$ cat src/rtl/mem_word_sequencer_pkg.sv
// Shared definitions for the word-to-byte memory sequencer: operation codes,
// FSM state encoding, beat count and big-endian byte lane helpers.
package mem_seq_pkg;

    typedef enum logic [1:0] {
        OP_LOAD  = 2'b00,
        OP_STORE = 2'b01,
        OP_SWAP  = 2'b10,
        OP_ILL   = 2'b11
    } op_e;

    typedef enum logic [1:0] {
        ST_IDLE = 2'b00,
        ST_RD   = 2'b01,
        ST_WR   = 2'b10,
        ST_RESP = 2'b11
    } state_e;

    // Bytes per 32-bit word; one memory beat per byte.
    localparam int BEATS = 4;

    // Byte k of a word, big-endian: k=0 is bits 31:24.
    function automatic logic [7:0] word_byte(input logic [31:0] w, input logic [1:0] k);
        logic [7:0] b;
        case (k)
            2'd0:    b = w[31:24];
            2'd1:    b = w[23:16];
            2'd2:    b = w[15:8];
            default: b = w[7:0];
        endcase
        return b;
    endfunction

    // Replace byte k of a word (big-endian lane numbering).
    function automatic logic [31:0] word_put_byte(input logic [31:0] w, input logic [1:0] k,
                                                  input logic [7:0] b);
        logic [31:0] r;
        r = w;
        case (k)
            2'd0:    r[31:24] = b;
            2'd1:    r[23:16] = b;
            2'd2:    r[15:8]  = b;
            default: r[7:0]   = b;
        endcase
        return r;
    endfunction

endpackage

$ cat src/rtl/mem_word_sequencer_if.sv
// Request/response bundle between a word requester and the byte sequencer.
interface mem_word_sequencer_if #(
    parameter int ADDR_W = 5
);
    logic              req_valid;
    logic              req_ready;
    logic [1:0]        req_op;
    logic [ADDR_W-1:0] req_addr;
    logic [31:0]       req_wdata;
    logic              rsp_valid;
    logic [31:0]       rsp_rdata;
    logic              rsp_err;

    // Sequencer side
    modport slave (
        input  req_valid, req_op, req_addr, req_wdata,
        output req_ready, rsp_valid, rsp_rdata, rsp_err
    );

    // Requester side
    modport master (
        output req_valid, req_op, req_addr, req_wdata,
        input  req_ready, rsp_valid, rsp_rdata, rsp_err
    );
endinterface

$ cat src/rtl/mem_word_sequencer.sv
// Turns one 32-bit load/store/swap request into four big-endian byte beats on
// a synchronous-read byte memory. Reads are pipelined one cycle behind the
// address they were issued on; a capture-valid flag tracks that lag so the
// last read capture of a swap can overlap its first write beat.
module mem_word_sequencer
    import mem_seq_pkg::*;
#(
    parameter int ADDR_W = 5
) (
    input  logic                 clk,
    input  logic                 rst_n,
    mem_word_sequencer_if.slave  req_bus,
    output logic [ADDR_W-1:0]    mem_addr,
    output logic                 mem_we,
    output logic [7:0]           mem_wdata,
    input  logic [7:0]           mem_rdata
);
    localparam logic [1:0] LAST_BEAT = 2'(BEATS - 1);

    state_e            state_reg;
    op_e               op_reg;
    logic [ADDR_W-1:0] addr_reg;
    logic [31:0]       wdata_reg;
    logic [1:0]        cnt_reg;       // beat currently on the memory bus
    logic              cap_vld_reg;   // mem_rdata holds a byte to capture this cycle
    logic              ready_reg;
    logic              rsp_valid_reg;
    logic [31:0]       rsp_rdata_reg;
    logic              rsp_err_reg;
    logic [ADDR_W-1:0] mem_addr_reg;
    logic              mem_we_reg;
    logic [7:0]        mem_wdata_reg;

    logic [1:0]        cnt_next;
    logic [1:0]        cap_idx;
    logic              accept;

    assign cnt_next = cnt_reg + 2'd1;
    // The byte arriving now was addressed on the previous beat.
    assign cap_idx  = cnt_reg - 2'd1;
    assign accept   = req_bus.req_valid && ready_reg;

    assign req_bus.req_ready = ready_reg;
    assign req_bus.rsp_valid = rsp_valid_reg;
    assign req_bus.rsp_rdata = rsp_rdata_reg;
    assign req_bus.rsp_err   = rsp_err_reg;
    assign mem_addr          = mem_addr_reg;
    assign mem_we            = mem_we_reg;
    assign mem_wdata         = mem_wdata_reg;

    // Sequencer FSM with registered handshake, response and memory outputs.
    always_ff @(posedge clk or negedge rst_n) begin
        if (!rst_n) begin
            state_reg     <= ST_IDLE;
            op_reg        <= OP_LOAD;
            addr_reg      <= '0;
            wdata_reg     <= '0;
            cnt_reg       <= '0;
            cap_vld_reg   <= 1'b0;
            ready_reg     <= 1'b0;
            rsp_valid_reg <= 1'b0;
            rsp_rdata_reg <= '0;
            rsp_err_reg   <= 1'b0;
            mem_addr_reg  <= '0;
            mem_we_reg    <= 1'b0;
            mem_wdata_reg <= '0;
        end else begin
            if (cap_vld_reg) begin
                rsp_rdata_reg <= word_put_byte(rsp_rdata_reg, cap_idx, mem_rdata);
            end

            case (state_reg)
                ST_IDLE: begin
                    ready_reg  <= 1'b1;
                    mem_we_reg <= 1'b0;
                    if (accept) begin
                        ready_reg     <= 1'b0;
                        op_reg        <= op_e'(req_bus.req_op);
                        addr_reg      <= req_bus.req_addr;
                        wdata_reg     <= req_bus.req_wdata;
                        rsp_rdata_reg <= '0;
                        cnt_reg       <= '0;
                        cap_vld_reg   <= 1'b0;
                        case (op_e'(req_bus.req_op))
                            OP_LOAD, OP_SWAP: begin
                                state_reg    <= ST_RD;
                                mem_addr_reg <= req_bus.req_addr;
                            end
                            OP_STORE: begin
                                state_reg     <= ST_WR;
                                mem_addr_reg  <= req_bus.req_addr;
                                mem_we_reg    <= 1'b1;
                                mem_wdata_reg <= word_byte(req_bus.req_wdata, 2'd0);
                            end
                            default: begin
                                state_reg     <= ST_RESP;
                                rsp_valid_reg <= 1'b1;
                                rsp_err_reg   <= 1'b1;
                            end
                        endcase
                    end
                end

                ST_RD: begin
                    if (cap_vld_reg && cnt_reg == 2'd0) begin
                        // Load drain cycle: last byte captured above, word complete.
                        state_reg     <= ST_RESP;
                        rsp_valid_reg <= 1'b1;
                        cap_vld_reg   <= 1'b0;
                    end else if (cnt_reg == LAST_BEAT) begin
                        cap_vld_reg <= 1'b1;
                        cnt_reg     <= '0;
                        if (op_reg == OP_SWAP) begin
                            // First write beat overlaps the final read capture.
                            state_reg     <= ST_WR;
                            mem_we_reg    <= 1'b1;
                            mem_addr_reg  <= addr_reg;
                            mem_wdata_reg <= word_byte(wdata_reg, 2'd0);
                        end
                    end else begin
                        cnt_reg      <= cnt_next;
                        cap_vld_reg  <= 1'b1;
                        mem_addr_reg <= addr_reg + ADDR_W'(cnt_next);
                    end
                end

                ST_WR: begin
                    cap_vld_reg <= 1'b0;
                    if (cnt_reg == LAST_BEAT) begin
                        state_reg     <= ST_RESP;
                        mem_we_reg    <= 1'b0;
                        rsp_valid_reg <= 1'b1;
                        cnt_reg       <= '0;
                    end else begin
                        cnt_reg       <= cnt_next;
                        mem_addr_reg  <= addr_reg + ADDR_W'(cnt_next);
                        mem_wdata_reg <= word_byte(wdata_reg, cnt_next);
                    end
                end

                default: begin
                    state_reg     <= ST_IDLE;
                    rsp_valid_reg <= 1'b0;
                    rsp_err_reg   <= 1'b0;
                    ready_reg     <= 1'b1;
                end
            endcase
        end
    end
endmodule

$ cat src/flat_wrapper.sv
// flat-port wrapper written by rule: the top's interface ports become plain ports
module mem_word_sequencer_flat import mem_seq_pkg::*;
#(
    parameter int ADDR_W = 5
)
  (clk, rst_n, mem_addr, mem_we, mem_wdata, mem_rdata, req_bus_req_valid, req_bus_req_op, req_bus_req_addr, req_bus_req_wdata, req_bus_req_ready, req_bus_rsp_valid, req_bus_rsp_rdata, req_bus_rsp_err);
  mem_word_sequencer_if #(.ADDR_W(ADDR_W)) req_bus_i ();
  input  logic clk;
  input  logic rst_n;
  output logic [ADDR_W-1:0] mem_addr;
  output logic mem_we;
  output logic [7:0] mem_wdata;
  input  logic [7:0] mem_rdata;
  input wire logic [$bits(req_bus_i.req_valid)-1:0] req_bus_req_valid;
  input wire logic [$bits(req_bus_i.req_op)-1:0] req_bus_req_op;
  input wire logic [$bits(req_bus_i.req_addr)-1:0] req_bus_req_addr;
  input wire logic [$bits(req_bus_i.req_wdata)-1:0] req_bus_req_wdata;
  output wire logic [$bits(req_bus_i.req_ready)-1:0] req_bus_req_ready;
  output wire logic [$bits(req_bus_i.rsp_valid)-1:0] req_bus_rsp_valid;
  output wire logic [$bits(req_bus_i.rsp_rdata)-1:0] req_bus_rsp_rdata;
  output wire logic [$bits(req_bus_i.rsp_err)-1:0] req_bus_rsp_err;
  assign req_bus_i.req_valid = req_bus_req_valid;
  assign req_bus_i.req_op = req_bus_req_op;
  assign req_bus_i.req_addr = req_bus_req_addr;
  assign req_bus_i.req_wdata = req_bus_req_wdata;
  assign req_bus_req_ready = req_bus_i.req_ready;
  assign req_bus_rsp_valid = req_bus_i.rsp_valid;
  assign req_bus_rsp_rdata = req_bus_i.rsp_rdata;
  assign req_bus_rsp_err = req_bus_i.rsp_err;
  mem_word_sequencer #(.ADDR_W(ADDR_W)) u_core (.clk(clk), .rst_n(rst_n), .req_bus(req_bus_i), .mem_addr(mem_addr), .mem_we(mem_we), .mem_wdata(mem_wdata), .mem_rdata(mem_rdata));
endmodule
$ cat config.mk
export PLATFORM = sky130hd
export DESIGN_NAME = mem_word_sequencer_flat
export DESIGN_NICKNAME = d
export VERILOG_FILES = /design/src/rtl/mem_word_sequencer_pkg.sv /design/src/rtl/mem_word_sequencer_if.sv /design/src/rtl/mem_word_sequencer.sv /design/src/flat_wrapper.sv
export SDC_FILE = /design/constraint.sdc
export NUM_CORES = 1
export LEC_CHECK = 0
export ABC_AREA = 1
export CAP_MARGIN = 20
export CORE_UTILIZATION = 46
export CTS_CLUSTER_DIAMETER = 120
export CTS_CLUSTER_SIZE = 30
export DETAILED_ROUTE_END_ITERATION = 7
export PLACE_DENSITY = 0.8
export REMOVE_ABC_BUFFERS = 1
export SETUP_SLACK_MARGIN = 0.4
export SLEW_MARGIN = 40
export SYNTH_ARGS = -nofsm -noshare
export SYNTH_HDL_FRONTEND = slang
export SYNTH_SLANG_ARGS = --single-unit
$ cat constraint.sdc
create_clock -name clk -period 1.8 [get_ports clk]
set_input_delay 0.36 -clock clk [delete_from_list [all_inputs] [get_ports clk]]
set_output_delay 0.36 -clock clk [all_outputs]
set_load 0.01 [all_outputs]
==> results.sh, run 1 <==
export IMPL_status="finished, violations left"
export IMPL_violations="setup timing"
export IMPL_dieHeight_um=101.4
export IMPL_numCtsBuffers=9
export IMPL_endpoint_kind="register"
export IMPL_antenna_found_initial=1
export IMPL_switching_share_pct=46.76
export IMPL_worst_slew_pin_slew_ns=0.4513
export IMPL_fin_skew_ns=0.01393
export IMPL_path_clk_slew_ns=0.11
export IMPL_dieArea_um2=10280
export IMPL_fin_crit_sh_pct=103.5
export IMPL_power_frac_comb_pct=61.6
export IMPL_synth_xor_area_share_pct=0
export IMPL_yosysWarnings=0
export IMPL_synth_cell_area_um2=4546
export IMPL_die_w_um=101.4
export IMPL_period_needed_ns=1.864
export IMPL_p_switching_uw=6628
export IMPL_rr_worst_depth=7
export IMPL_io_pins=99
export IMPL_timing_rr_start="u_core.state_reg[0]"
export IMPL_ys_seq_area_share_pct=51.20
export IMPL_grt_util_all_layers_pct=32.34
export IMPL_crit_required_ns=2.07
export IMPL_synth_edf_count=0
export IMPL_pwr_share_seq_pct=27.5
export IMPL_dr_total_vias=5408
export IMPL_worst_slack_ns=-0.06379
export IMPL_cap_violations=0
export IMPL_num_rows=35
export IMPL_core_area_um2=9415
export IMPL_drt_total_wl_um=19270
export IMPL_finalSetupViolations=9
export IMPL_initial_utilization_pct=48.28
export IMPL_cp_max_fo=8
export IMPL_cp_arrival_ns=2.14
export IMPL_total_power_uw=14180
export IMPL_hp_class="input pin to async pin"
export IMPL_yosys_area_share_simple_pct=31.68
export IMPL_grt_pass1_vias=4927
export IMPL_worstSetupPathType="register to register"
export IMPL_overflow=0
export IMPL_root_buffer="clkbuf_8"
export IMPL_start_kind="register"
export IMPL_dp_hpwl_um=8477
export IMPL_vdd_drop_max_uv=1049
export IMPL_grt_pass1_wl_um=24870
export IMPL_gp_congestion=0.9016
export IMPL_syn_avg_cell_area_um2=7.627
export IMPL_muxShareOfSynthArea_pct=0
export IMPL_synth_top_area_cell="dfrtp_1"
export IMPL_clockBufferDepth=2
export IMPL_antennaDiodeCount=0
export IMPL_synth_fa_ha_area_share_pct=4.019
export IMPL_htree_levels=3
export IMPL_clk_latency_ns=0.39
export IMPL_final_layout_size_suffix_gt1_share_pct=38.41
export IMPL_slew_violations=0
export IMPL_cts_tree="yes"
export IMPL_powerDensity_nw_per_um2=1910
export IMPL_yosys_register_bits=93
export IMPL_final_nets=827
export IMPL_fmax_mhz=536.5
export IMPL_avgRoutedWirePerCell_um=21.48
export IMPL_cts_sinks=93
export IMPL_syn_inst=596
export IMPL_grt_setup_unrepaired="true"
export IMPL_slew_headroom_pct=69.92
export IMPL_p_leak_uw=0.003618
export IMPL_portBuffers=98
export IMPL_synthArstFlopShare_pct=100.0
export IMPL_vias_per_cell=6.029
export IMPL_synth_top_family_by_area="simple AND/OR/NAND/NOR gates"
export IMPL_p_int_uw=7548
export IMPL_synth_area_top_cells="dfrtp_1 51%, nand2_1 18%, nor2_1 7.3%"
export IMPL_crit_start="u_core.state_reg[0]"
export IMPL_ys_flop_type="dfrtp_1"
export IMPL_final_util_pct=78.84
export IMPL_synth_compound_area_share_pct=6.221
export IMPL_first_pass_iters=7
export IMPL_drt_iter0_drc=485
export IMPL_yosys_cell_types_count=23
export IMPL_grt_max_degree=47
export IMPL_hold_violations=0
export IMPL_drc=0
export IMPL_synth_top_area_share_pct=51.20
export IMPL_syn2layout_area_growth_pct=63.31
export IMPL_ant_nets=0
export IMPL_p_clk_share_pct=10.9
-- metal layers --
metal | vias to the layer above | share of wire (%) | global-route usage (%)
met5 | - | 0.067 | 0
met4 | 2 | 8.3 | 18.84
met3 | 168 | 11 | 6.970
met2 | 498 | 46 | 53.22
met1 | 2534 | 35 | 39.40
li1 | 2206 | - | -
-- layout make-up --
type                       count  area [µm²]
tap                          129       161.4
timing repair buffer         168        1702
clock inverter                 5       58.81
clock buffer                  11       151.4
multi-input combinational    428        2683
timing repair inverter         7       97.59
fill                         501        1992
inverter                      56       241.5
sequential                    93        2328
-- worst max-delay path, cell delays in order, from the launching register on --
cell	delay, ns
dfrtp_2	0.47
inv_4	0.13
ha_4	0.20
inv_2	0.05
nor2_4	0.26
buf_12	0.30
inv_8	0.07
o21ai_2	0.26
-- kinds of logic (layout without fill, tap and decap cells) --
kind of cell | Yosys count | count (layout)
AOI/OAI and AO/OA | 56 | 56
adders and majority gates | 14 | 14
buffers and inverters | 75 | 247
DFF | 93 | 93
and+or+nand+nor | 358 | 358
-- synthesized netlist by cell type, drive strengths merged, types with 3 or more instances --
library cell,number
nand2,213
dfrtp,93
nor2,90
inv,55
o21ai,38
nor3,31
nand3,20
a21oi,17
buf,14
ha,13
clkbuf,5
nand4,3
-- timing repair --
action,4_1_cts,5_1_grt
hold buffers,1,0
endpoints found under the hold margin,28,0
endpoints found under the setup margin,141,124
buffers inserted,23,15
pin swaps,35,27
cloned,13,1
resized for setup,263,152
-- through the flow --
step / cells / setup WS [ns] / instance area, µm² / TNS [ns] / hold slack [ns]
6_report: 897 / -0.06379 / 7423 / -0.2461 / 0.4443
5_1_grt: 897 / -0.09693 / 7423 / -0.7027 / 0.4701
4_1_cts: 881 / 0.1656 / 6990 / 0 / 0.4698
3_5_place_dp: 828 / -0.008009 / 5776 / -0.01421 / 0.3127
3_3_place_gp: 828 / -0.01775 / 5776 / -0.03232 / 0.3101
2_1_floorplan: 577 / -0.5481 / 4443 / -20.09 / 0.06441
-- final timing paths --
| path | to | slack, ns |
|---|---|---|
| max | u_core.wdata_reg[25] | -0.06 |
| max reg2reg | u_core.wdata_reg[25] | -0.06 |
| min | u_core.req_bus.rsp_rdata[12] | 0.44 |
| min reg2reg | u_core.mem_addr[0] | 0.49 |
| max in group asynchronous | u_core.state_reg[0] | 0.73 |
| min in group clk | u_core.mem_addr[0] | 0.49 |
-- power groups by stage --
stage          Sequential (µW)  Combinational (µW)  Clock, µW
2_1_floorplan             3750                2780          0
5_1_grt                   3950                9190       1650
3_5_place_dp              3640                5210          0
3_3_place_gp              3610                5070          0
4_1_cts                   3690                6900       1500
6_report                  3900                8730       1550
-- cell usage in the layout, fill, tap and decap left out, types with 15 or more instances in the layout --
cell type / n
o21ai_0: 15
nand2_2: 51
inv_1: 37
nor3_2: 25
nor2_1: 80
nand2_4: 28
clkdlybuf4s15_1: 24
buf_4: 37
dfrtp_1: 92
nand2_1: 134
clkbuf_2: 25
nand3_1: 17
clkdlybuf4s50_1: 48
Note: power is estimated with default switching activity, not from simulation.
==> inputs of run 2 (changes only) <==
Settings changed: CORE_ASPECT_RATIO set to 2, PLACE_DENSITY 0.8 to 0.75.
==> results.sh, run 2 (same netlist as run 1, synthesis figures left out) <==
export IMPL_dr_total_vias=5238
export IMPL_finalSetupViolations=1
export IMPL_vdd_drop_max_uv=1144
export IMPL_design_area_um2=7914
export IMPL_final_common_cell="nand2_1"
export IMPL_clockBufferDepth=2
export IMPL_cap_violations=0
export IMPL_final_util_pct=82.13
export IMPL_grt_max_degree=37
export IMPL_grt_pass1_vias=4983
export IMPL_start_kind="register"
export IMPL_placed_cell_area_um2=5829
export IMPL_core_area_um2=9635
export IMPL_slew_violations=0
export IMPL_fmax_mhz=538.5
export IMPL_status="finished, violations left"
export IMPL_critPathMaxStageDelay_ns=0.45
export IMPL_numCtsBuffers=9
export IMPL_portBuffers=98
export IMPL_setup_worst_path_end="u_core.req_bus.rsp_rdata[20]"
export IMPL_drc=0
export IMPL_powerDensity_nw_per_um2=1891
export IMPL_whs_ns=0.4727
export IMPL_clk_latency_ns=0.35
export IMPL_first_pass_iters=5
export IMPL_io_pins=99
export IMPL_endpoint_kind="register"
export IMPL_root_buffer="clkbuf_16"
export IMPL_antenna_found_initial=0
export IMPL_final_nets=831
export IMPL_crit_chain="inv_2 > buf_4 > buf_6 > ha_4 > nand2_4 > buf_6 > nor2_1 > nor3_4"
export IMPL_initial_utilization_pct=47.18
export IMPL_ant_nets=0
export IMPL_overflow=0
export IMPL_final_layout_size_suffix_gt1_share_pct=35.62
export IMPL_dp_cells=836
export IMPL_antennaDiodeCount=0
export IMPL_cts_sinks=93
export IMPL_die_w_um=72.29
export IMPL_drt_iter0_drc=438
export IMPL_vias_per_cell=5.794
export IMPL_dieHeight_um=142.6
export IMPL_avgRoutedWirePerCell_um=22.44
export IMPL_syn2layout_area_growth_pct=74.10
export IMPL_num_rows=51
export IMPL_slew_headroom_pct=60.97
export IMPL_crit_required_ns=2.02
export IMPL_cp_arrival_ns=2.07
export IMPL_dieArea_um2=10310
export IMPL_grt_pass1_wl_um=25210
export IMPL_gp_congestion=0.9109
export IMPL_cts_tree="yes"
export IMPL_grt_util_all_layers_pct=33.30
export IMPL_rrSetupSlack_ns=-0.06
export IMPL_reg2reg_to="u_core.req_bus.rsp_rdata[20]"
export IMPL_timing_rr_start="u_core.cnt_reg[0]"
export IMPL_dp_hpwl_um=9677
export IMPL_grt_setup_unrepaired="true"
export IMPL_worst_slack_ns=-0.05688
export IMPL_fin_skew_ns=0.009364
export IMPL_cp_max_fo=6
export IMPL_htree_levels=3
export IMPL_fin_crit_sh_pct=103.2
export IMPL_period_needed_ns=1.857
export IMPL_worstSetupPathType="register to register"
export IMPL_worst_slew_pin_slew_ns=0.5833
export IMPL_drt_total_wl_um=20290
export IMPL_cp_common_cell="buf_6"
export IMPL_crit_start="u_core.cnt_reg[0]"
export IMPL_final_cell_mix="137 x nand2_1, 91 x dfrtp_1, 74 x nor2_1"
export IMPL_p_leak_uw=0.003793
export IMPL_violations="setup timing"
export IMPL_rr_worst_depth=8
export IMPL_finalNonFillerCells=904
export IMPL_hp_class="register to register"
export IMPL_cp_slowest_cell="nor2_1"
export IMPL_path_clk_slew_ns=0.07
export IMPL_hold_violations=0
## run 2: changes by cell type in the layout (fill, tap and decap cells not counted), moves of 13 or more
| cell | before | now |
|---|---|---|
| clkbuf_2 | 25 | 1 |
| dlygate4sd2_1 | 0 | 22 |
| nor3_4 | 6 | 19 |
| nor3_2 | 25 | 12 |
## run 2: critical path: cells and delay by family (launching register included)
family,cells,cell delay (ns)
flip-flops,1,0.39
AND/OR/NAND/NOR,3,0.63
adder cells (fa/ha/maj),1,0.14
buffers and inverters,4,0.56
## run 2: layer usage
layer  wire length (µm)  GRT usage, %  vias to the layer above
met5                  0             0                        -
met4               1924         26.52                        0
met3               1585         5.241                      160
met2              10760         61.83                      352
met1               6015         30.74                     2523
li1                   -             -                     2203
## run 2: stage by stage
stage / setup slack (ns) / power (µW) / TNS (ns)
finish: -0.05688 / 14970 / -0.05688
global route: -0.1219 / 15650 / -0.1718
CTS: 0.1725 / 12810 / 0
detailed placement: -0.1479 / 9007 / -0.9354
global placement: -0.08718 / 8857 / -0.6717
floorplan: -0.5481 / 6535 / -20.09
## run 2: timing repair
| item | CTS | global route |
|---|---|---|
| setup endpoints to repair | 141 | 113 |
| hold endpoints to repair | 32 | 0 |
| pin swaps | 27 | 43 |
| hold buffers | 1 | 0 |
| gates resized for setup | 253 | 148 |
| cloned | 13 | 4 |
| setup buffers | 20 | 14 |
## run 2: final cells by class
type / count / area [µm²]
clock buffers: 10 / 239.0
clock inverters: 6 / 68.82
fillers: 520 / 1722
inverters: 56 / 246.5
multi-input cells: 428 / 2839
flip-flops and latches: 93 / 2330
well taps: 132 / 165.2
repair buffers: 172 / 1918
repair inverters: 7 / 107.6
## run 2: where the power goes
| part | internal [µW] | switching (µW) |
|---|---|---|
| combinational | 4090 | 4910 |
| clock | 1130 | 866 |
| sequential | 3040 | 931 |
| total | 8260 | 6710 |
## run 2: how the worst min path moves through the flow
stage                                    from                     endpoint  slack (ns)  cells after the start
after floorplan                         rst_n           u_core.addr_reg[0]        0.06                      0
after global placement                  rst_n          u_core.wdata_reg[8]        0.35                      1
after detailed placement                rst_n  u_core.req_bus.rsp_rdata[1]        0.35                      1
after CTS                  u_core.mem_addr[2]           u_core.mem_addr[2]        0.48                      2
after global routing      u_core.mem_wdata[0]          u_core.mem_wdata[0]        0.50                      2
final                      u_core.mem_addr[2]           u_core.mem_addr[2]        0.47                      2
